==> src/rtl/hptdc_jtag_target.sv <==
// HPTDC-side IEEE 1149.1 TAP responder: oversampled TCK/TMS/TDI/TRSTn, a 16-state TAP,
// and IDCODE / BYPASS / CONTROL / STATUS data registers.
module hptdc_jtag_target #(
    parameter int                     IR_LENGTH   = 5,
    parameter logic [31:0]            ID_CODE     = 32'h8470_DACE,
    parameter int                     CTRL_LENGTH = 40,
    parameter int                     STAT_LENGTH = 62,
    parameter logic [CTRL_LENGTH-1:0] CTRL_RESET  = '0
) (
    input  logic                   clk,
    input  logic                   rst,
    input  logic                   tck_i,
    input  logic                   tms_i,
    input  logic                   tdi_i,
    input  logic                   trstn_i,
    output logic                   tdo_o,
    output logic                   tdo_oe_o,
    output logic [IR_LENGTH-1:0]   ir_o,
    output logic [CTRL_LENGTH-1:0] control_o,
    output logic                   control_upd_o,
    input  logic [STAT_LENGTH-1:0] status_i,
    output logic [3:0]             tap_state_o
);

    localparam int DR_W = (STAT_LENGTH > CTRL_LENGTH) ? ((STAT_LENGTH > 32) ? STAT_LENGTH : 32)
                                                      : ((CTRL_LENGTH > 32) ? CTRL_LENGTH : 32);

    localparam logic [IR_LENGTH-1:0] IR_IDCODE  = IR_LENGTH'(5'h01);
    localparam logic [IR_LENGTH-1:0] IR_CONTROL = IR_LENGTH'(5'h09);
    localparam logic [IR_LENGTH-1:0] IR_STATUS  = IR_LENGTH'(5'h0A);

    // One-hot marker of the bit where TDI enters for each selectable register.
    localparam logic [DR_W-1:0] MSB_ID   = DR_W'(1) << 31;
    localparam logic [DR_W-1:0] MSB_CTRL = DR_W'(1) << (CTRL_LENGTH - 1);
    localparam logic [DR_W-1:0] MSB_STAT = DR_W'(1) << (STAT_LENGTH - 1);
    localparam logic [DR_W-1:0] MSB_BYP  = DR_W'(1);

    typedef enum logic [3:0] {
        TLR     = 4'hF, RTI     = 4'hC, SEL_DR = 4'h7, CAP_DR = 4'h6,
        SH_DR   = 4'h2, EX1_DR  = 4'h1, PAU_DR = 4'h3, EX2_DR = 4'h0,
        UPD_DR  = 4'h5, SEL_IR  = 4'h4, CAP_IR = 4'hE, SH_IR  = 4'hA,
        EX1_IR  = 4'h9, PAU_IR  = 4'hB, EX2_IR = 4'h8, UPD_IR = 4'hD
    } tap_state_e;

    tap_state_e state_q, state_d;

    // Synchroniser vector order: {trstn, tdi, tms, tck}
    logic [3:0] sync1_q, sync2_q;
    logic       tck_prev_q;
    logic       tck_s, tms_s, tdi_s, trst_active;
    logic       tck_rise, tck_fall;

    logic [IR_LENGTH-1:0]   ir_q, ir_d, ir_shift_q, ir_shift_d;
    logic [DR_W-1:0]        dr_shift_q, dr_shift_d;
    logic [CTRL_LENGTH-1:0] control_q, control_d;
    logic                   control_upd_q, control_upd_d;
    logic                   tdo_q, tdo_d, tdo_oe_q, tdo_oe_d;

    logic [DR_W-1:0] capture_val, dr_msb, dr_shifted;
    logic            in_shift_dr, in_shift_ir;

    // NOTE: sequential state uses non-blocking assignments only, so every flop samples pre-edge values.
    always_ff @(posedge clk or posedge rst) begin
        if (rst) begin
            sync1_q    <= '0;
            sync2_q    <= '0;
            tck_prev_q <= 1'b0;
        end else begin
            sync1_q    <= {trstn_i, tdi_i, tms_i, tck_i};
            sync2_q    <= sync1_q;
            tck_prev_q <= sync2_q[0];
        end
    end

    assign tck_s       = sync2_q[0];
    assign tms_s       = sync2_q[1];
    assign tdi_s       = sync2_q[2];
    assign trst_active = ~sync2_q[3];
    assign tck_rise    = tck_s & ~tck_prev_q;
    assign tck_fall    = ~tck_s & tck_prev_q;

    always_ff @(posedge clk or posedge rst) begin
        if (rst) begin
            state_q <= TLR;
        end else begin
            state_q <= state_d;
        end
    end

    always_comb begin
        state_d = state_q;
        if (trst_active) begin
            state_d = TLR;
        end else if (tck_rise) begin
            unique case (state_q)
                TLR:    state_d = tms_s ? TLR    : RTI;
                RTI:    state_d = tms_s ? SEL_DR : RTI;
                SEL_DR: state_d = tms_s ? SEL_IR : CAP_DR;
                CAP_DR: state_d = tms_s ? EX1_DR : SH_DR;
                SH_DR:  state_d = tms_s ? EX1_DR : SH_DR;
                EX1_DR: state_d = tms_s ? UPD_DR : PAU_DR;
                PAU_DR: state_d = tms_s ? EX2_DR : PAU_DR;
                EX2_DR: state_d = tms_s ? UPD_DR : SH_DR;
                UPD_DR: state_d = tms_s ? SEL_DR : RTI;
                SEL_IR: state_d = tms_s ? TLR    : CAP_IR;
                CAP_IR: state_d = tms_s ? EX1_IR : SH_IR;
                SH_IR:  state_d = tms_s ? EX1_IR : SH_IR;
                EX1_IR: state_d = tms_s ? UPD_IR : PAU_IR;
                PAU_IR: state_d = tms_s ? EX2_IR : PAU_IR;
                EX2_IR: state_d = tms_s ? UPD_IR : SH_IR;
                UPD_IR: state_d = tms_s ? SEL_DR : RTI;
                default: state_d = TLR;
            endcase
        end
    end

    always_comb begin
        tap_state_o = state_q;
        in_shift_dr = (state_q == SH_DR);
        in_shift_ir = (state_q == SH_IR);
    end

    // Unknown instructions fall through to BYPASS: one bit, captures zero.
    always_comb begin
        capture_val = '0;
        dr_msb      = MSB_BYP;
        unique case (ir_q)
            IR_IDCODE: begin
                capture_val = DR_W'(ID_CODE);
                dr_msb      = MSB_ID;
            end
            IR_CONTROL: begin
                capture_val = DR_W'(control_q);
                dr_msb      = MSB_CTRL;
            end
            IR_STATUS: begin
                capture_val = DR_W'(status_i);
                dr_msb      = MSB_STAT;
            end
            default: ;
        endcase
        dr_shifted = ((dr_shift_q >> 1) & ~dr_msb) | ({DR_W{tdi_s}} & dr_msb);
    end

    // NOTE: every output of this block is defaulted first so no path can infer a latch.
    always_comb begin
        ir_d          = ir_q;
        ir_shift_d    = ir_shift_q;
        dr_shift_d    = dr_shift_q;
        control_d     = control_q;
        control_upd_d = 1'b0;
        tdo_d         = tdo_q;
        tdo_oe_d      = tdo_oe_q;
        if (trst_active) begin
            ir_d       = IR_IDCODE;
            ir_shift_d = '0;
            dr_shift_d = '0;
            tdo_oe_d   = 1'b0;
        end else if (tck_rise) begin
            case (state_q)
                CAP_IR: ir_shift_d = IR_LENGTH'(2'b01);
                SH_IR:  ir_shift_d = {tdi_s, ir_shift_q[IR_LENGTH-1:1]};
                UPD_IR: ir_d       = ir_shift_q;
                CAP_DR: dr_shift_d = capture_val;
                SH_DR:  dr_shift_d = dr_shifted;
                UPD_DR: begin
                    if (ir_q == IR_CONTROL) begin
                        control_d     = dr_shift_q[CTRL_LENGTH-1:0];
                        control_upd_d = 1'b1;
                    end
                end
                default: ;
            endcase
            if (state_d == TLR) begin
                ir_d = IR_IDCODE;
            end
        end else if (tck_fall) begin
            tdo_oe_d = in_shift_dr | in_shift_ir;
            if (in_shift_ir) begin
                tdo_d = ir_shift_q[0];
            end else if (in_shift_dr) begin
                tdo_d = dr_shift_q[0];
            end
        end
    end

    always_ff @(posedge clk or posedge rst) begin
        if (rst) begin
            ir_q          <= IR_IDCODE;
            ir_shift_q    <= '0;
            dr_shift_q    <= '0;
            control_q     <= CTRL_RESET;
            control_upd_q <= 1'b0;
            tdo_q         <= 1'b0;
            tdo_oe_q      <= 1'b0;
        end else begin
            ir_q          <= ir_d;
            ir_shift_q    <= ir_shift_d;
            dr_shift_q    <= dr_shift_d;
            control_q     <= control_d;
            control_upd_q <= control_upd_d;
            tdo_q         <= tdo_d;
            tdo_oe_q      <= tdo_oe_d;
        end
    end

    assign ir_o          = ir_q;
    assign control_o     = control_q;
    assign control_upd_o = control_upd_q;
    assign tdo_o         = tdo_q;
    assign tdo_oe_o      = tdo_oe_q;

endmodule

==> config.mk <==
export PLATFORM = sky130hd
export DESIGN_NAME = hptdc_jtag_target
export DESIGN_NICKNAME = d
export VERILOG_FILES = /design/src/rtl/hptdc_jtag_target.sv
export SDC_FILE = /design/constraint.sdc
export NUM_CORES = 1
export LEC_CHECK = 0
export CAP_MARGIN = 25
export CORE_UTILIZATION = 47
export DETAILED_ROUTE_END_ITERATION = 10
export MAX_ROUTING_LAYER = met4
export PLACE_DENSITY = 0.75
export SETUP_SLACK_MARGIN = 0.02
export SYNTH_ARGS = -nofsm -noshare
export SYNTH_HDL_FRONTEND = slang
export SYNTH_SLANG_ARGS = --single-unit
==> constraint.sdc <==
create_clock -name clk -period 4.15 [get_ports clk]
set_input_delay 0.83 -clock clk [delete_from_list [all_inputs] [get_ports clk]]
set_output_delay 0.83 -clock clk [all_outputs]
set_load 0.02 [all_outputs]
==> summary.md <==
| Metric | Value |
|---|---|
| Post-cts sizing count | `0` |
| Tcrit/Tclk final | `65.3%` |
| # clock sinks | `roughly 130` |
| Commonest non-fill, non-tap cells in the layout | `dfrtp_1, clkdlybuf4s50_1, nand2_1` |
| DR iter-0 viols | `362` |
| Final GP Congestion | `0.796` |
| Crit Path Class | `register to output pin` |
| Largest delay share family, worst path | `flip-flops` |
| Setup bufs post-CTS | `0` |
| CP max stage delay | `around 0.76 ns` |
| Slowest library cell on the worst path | `dfstp_2` |
| Fin. max-slew vios | `0` |
| Drt drc | `0` |
| Antenna Nets Post-Route | `0` |
| CP Launch Type | `register` |
| Mapped Area | `between 6000 and 7000 um2` |
| Buf/Inv on CP | `1` |
| MaxCap Viol Count | `0` |
| CP arrival | `roughly 1.9 ns` |
| Status | `completed` |
| Syn Inst Count | `572` |
| DR vias | `about 5000` |
| Initial antenna violation count | `0` |
| H-tree lvl count | `4` |
| WHS Path Cells | `0` |
| Flops & latches, synth | `approximately 130` |
| Crit path cell chain | `clkdlybuf4s50_1` |
| Register-to-register setup slack | `roughly 1.5 ns` |
| Num CTS Buffers | `17` |
| Clk Latency, worst-skew pair | `0.42 ns` |
| CTS Hold Buffers Added | `0` |
| Clock Skews | `0.00826 ns` |
| # setup viols final | `0` |
| Setup TNS | `0 ns` |
| F_max | `between 300 and 400 MHz` |
| Post-synth EDFFs | `0` |
| Global-route wire length before repair | `25.1 mm` |
| Largest area contributor in the netlist | `dfrtp_1` |
| Peak VDD IR | `between 0.3 and 0.4 mV` |
| Ys Warns | `0` |
| Fin crit period | `2.71 ns` |
| Relative slew slack | `33.3%` |
| Pwr/cell area | `roughly 360 nW/um2` |
| Share of post-route cells with drive strength above 1 | `8.05%` |
| Hold worst-path end | `sync2_q[1]$_DFF_PP0_` |
| IO Port Bufs | `between 100 and 150` |
| Detailed Place HPWL | `around 9.8 mm` |
| Sequential share of the synthesized area | `approximately 52%` |
| CP Max Fanout | `21` |
| Synth unique cells | `48` |
| Die W | `approximately 120 um` |
| Vias in the first global route | `between 5000 and 6000` |
| GRT Total Usage | `around 25%` |
| FILL cells | `a little over 1000` |
| DRT Pass-1 Iters | `4` |
| Reg2reg start | `tap_state_o[0]$_DFF_PP1_` |
| Site Rows | `slightly above 40` |
| Root Driver | `clkbuf_16` |
| Reg clk slew, reported paths | `~0.050 ns` |
| Slew @ Worst Pin | `~1.0 ns` |
| DR vias/cell | `5.77` |
| Critical path endpoint category | `output pin` |
| Area Overhead vs Synth | `30.2%` |
| CTS tree | `done` |
| Final WL | `between 15 and 20 mm` |
| Hold Fails Final Rpt | `0` |
| RR Endpoint | `dr_shift_q[35]$_DFFE_PP0P_` |
| LEAKAGE | `3.58 nW` |
| Die ar. | `roughly 14000 um2` |
| Per-cell routed wire length | `18.1 um` |
| Gr ovfl total | `0` |
| Commonest non-fill, non-tap cell in the layout | `dfrtp_1` |
| IO Pins | `between 100 and 150` |
| Reg2Reg Depth | `5` |
| HP Start | `sync1_q[1]$_DFF_PP0_` |
| Critical path required time | `~3.3 ns` |
| Die height | `approximately 120 um` |
| Worst min path class | `register to register` |
| Starting Density | `roughly half` |
| Ant diodes | `0` |
| Synth top area share | `50.2%` |
| Largest net degree at the start of global routing | `61` |
| Synthesized Nets | `640` |
| CTS max path bufs | `2` |
| Synth area leaders | `dfrtp_1, mux2_1, nand2_1` |
| Async set-or-reset flop fraction in the synthesized netlist | `100%` |
| Syn Area/Cell | `about 11 um2` |
| Hold Slack | `between 0.3 and 0.4 ns` |
| Final-stage net count | `between 700 and 800` |
| Unrepaired setup endpoints after global routing | `false` |
| Primary FF master, synth | `dfrtp_1` |
| Core ar. | `12700 um2` |
==> Yosys cell counts (all sizes together), types with 2 or more instances <==
cell	n
a211oi	2
a22oi	25
inv	3
dfstp	5
buf	31
mux2i	10
mux2	41
dfrtp	123
nand3	23
nor3b	2
a21boi	18
a221o	14
nor3	3
nor4b	3
nand3b	4
o21ai	30
nand4	2
clkbuf	20
a2bb2oi	24
o211ai	14
a21o	24
or3	2
and2	4
nand2	70
nand2b	19
nor2b	8
a21oi	26
nor2	9
==> flip-flops by register name, summed over array words and instances (netlist names) <==
signal / flops
control_o: 40
control_upd_o: 1
dr_shift_q: 62
ir_o: 5
ir_shift_q: 5
sync1_q: 4
sync2_q: 4
tap_state_o: 4
tck_prev_q: 1
tdo_o: 1
tdo_oe_o: 1
==> where the power goes <==
part	switching, mW	leakage [nW]	total, mW	internal, mW
combinational	0.0929	1.55	0.209	0.117
clock	0.514	0.283	1.41	0.894
sequential	0.0238	1.75	1.29	1.26
==> worst max path at each step <==
stage / start / endpoint / cells past startpoint
finish: tap_state_o[2]$_DFF_PP1_ / tap_state_o[2] / 1
detailed placement: tap_state_o[0]$_DFF_PP1_ / dr_shift_q[33]$_DFFE_PP0P_ / 5
global route: tap_state_o[0]$_DFF_PP1_ / dr_shift_q[32]$_DFFE_PP0P_ / 5
global placement: tap_state_o[0]$_DFF_PP1_ / dr_shift_q[59]$_DFFE_PP0P_ / 4
floorplan: rst / control_o[0]$_DFFE_PP0P_ / 1
CTS: tap_state_o[2]$_DFF_PP1_ / tap_state_o[2] / 1
==> area by class of cell <==
class | instances | area (um2) | area share [%]
Sequential cell | 128 | 3210 | 40.2
Multi-Input combinational cell | 390 | 2690 | 33.6
Timing Repair Buffer | 131 | 1300 | 16.3
Clock buffer | 25 | 505 | 6.33
Tap cell | 172 | 215 | 2.70
Clock inverter | 6 | 55.1 | 0.690
Inverter | 3 | 15.0 | 0.188
==> through the flow <==
| step | cells | cell area (um2) | utilization [%] | power, mW | setup slack, ns |
|---|---|---|---|---|---|
| final | 855 | 7980 | 63.0 | 2.90 | 1.44 |
| after global routing | 855 | 7980 | 63.0 | 3.00 | 1.27 |
| after CTS | 854 | 7970 | 62.9 | 2.93 | 1.43 |
| after detailed placement | 823 | 7410 | 58.5 | 1.52 | 1.51 |
| after global placement | 823 | 7410 | 58.5 | 1.51 | 1.57 |
| after floorplan | 572 | 6130 | - | 1.41 | 1.74 |
==> routing by layer <==
layer | global-route usage (%) | wire (um) | vias up
met5 | - | 0 | -
met2 | 41.1 | 7640 | 161
li1 | - | - | 2291
met1 | 31.0 | 6730 | 2453
met4 | 8.29 | 231 | 0
met3 | 6.02 | 840 | 25
==> logic make-up (layout without fill, tap and decap cells) <==
family / after synthesis / in the layout / share of synthesized area [%]
mux: 51 / 51 / 9.17
simple gates: 153 / 153 / 12.7
flops: 128 / 128 / 52.4
buf+inv: 54 / 165 / 4.06
compound gates: 186 / 186 / 21.8
Power figures use the tool's default switching activity.
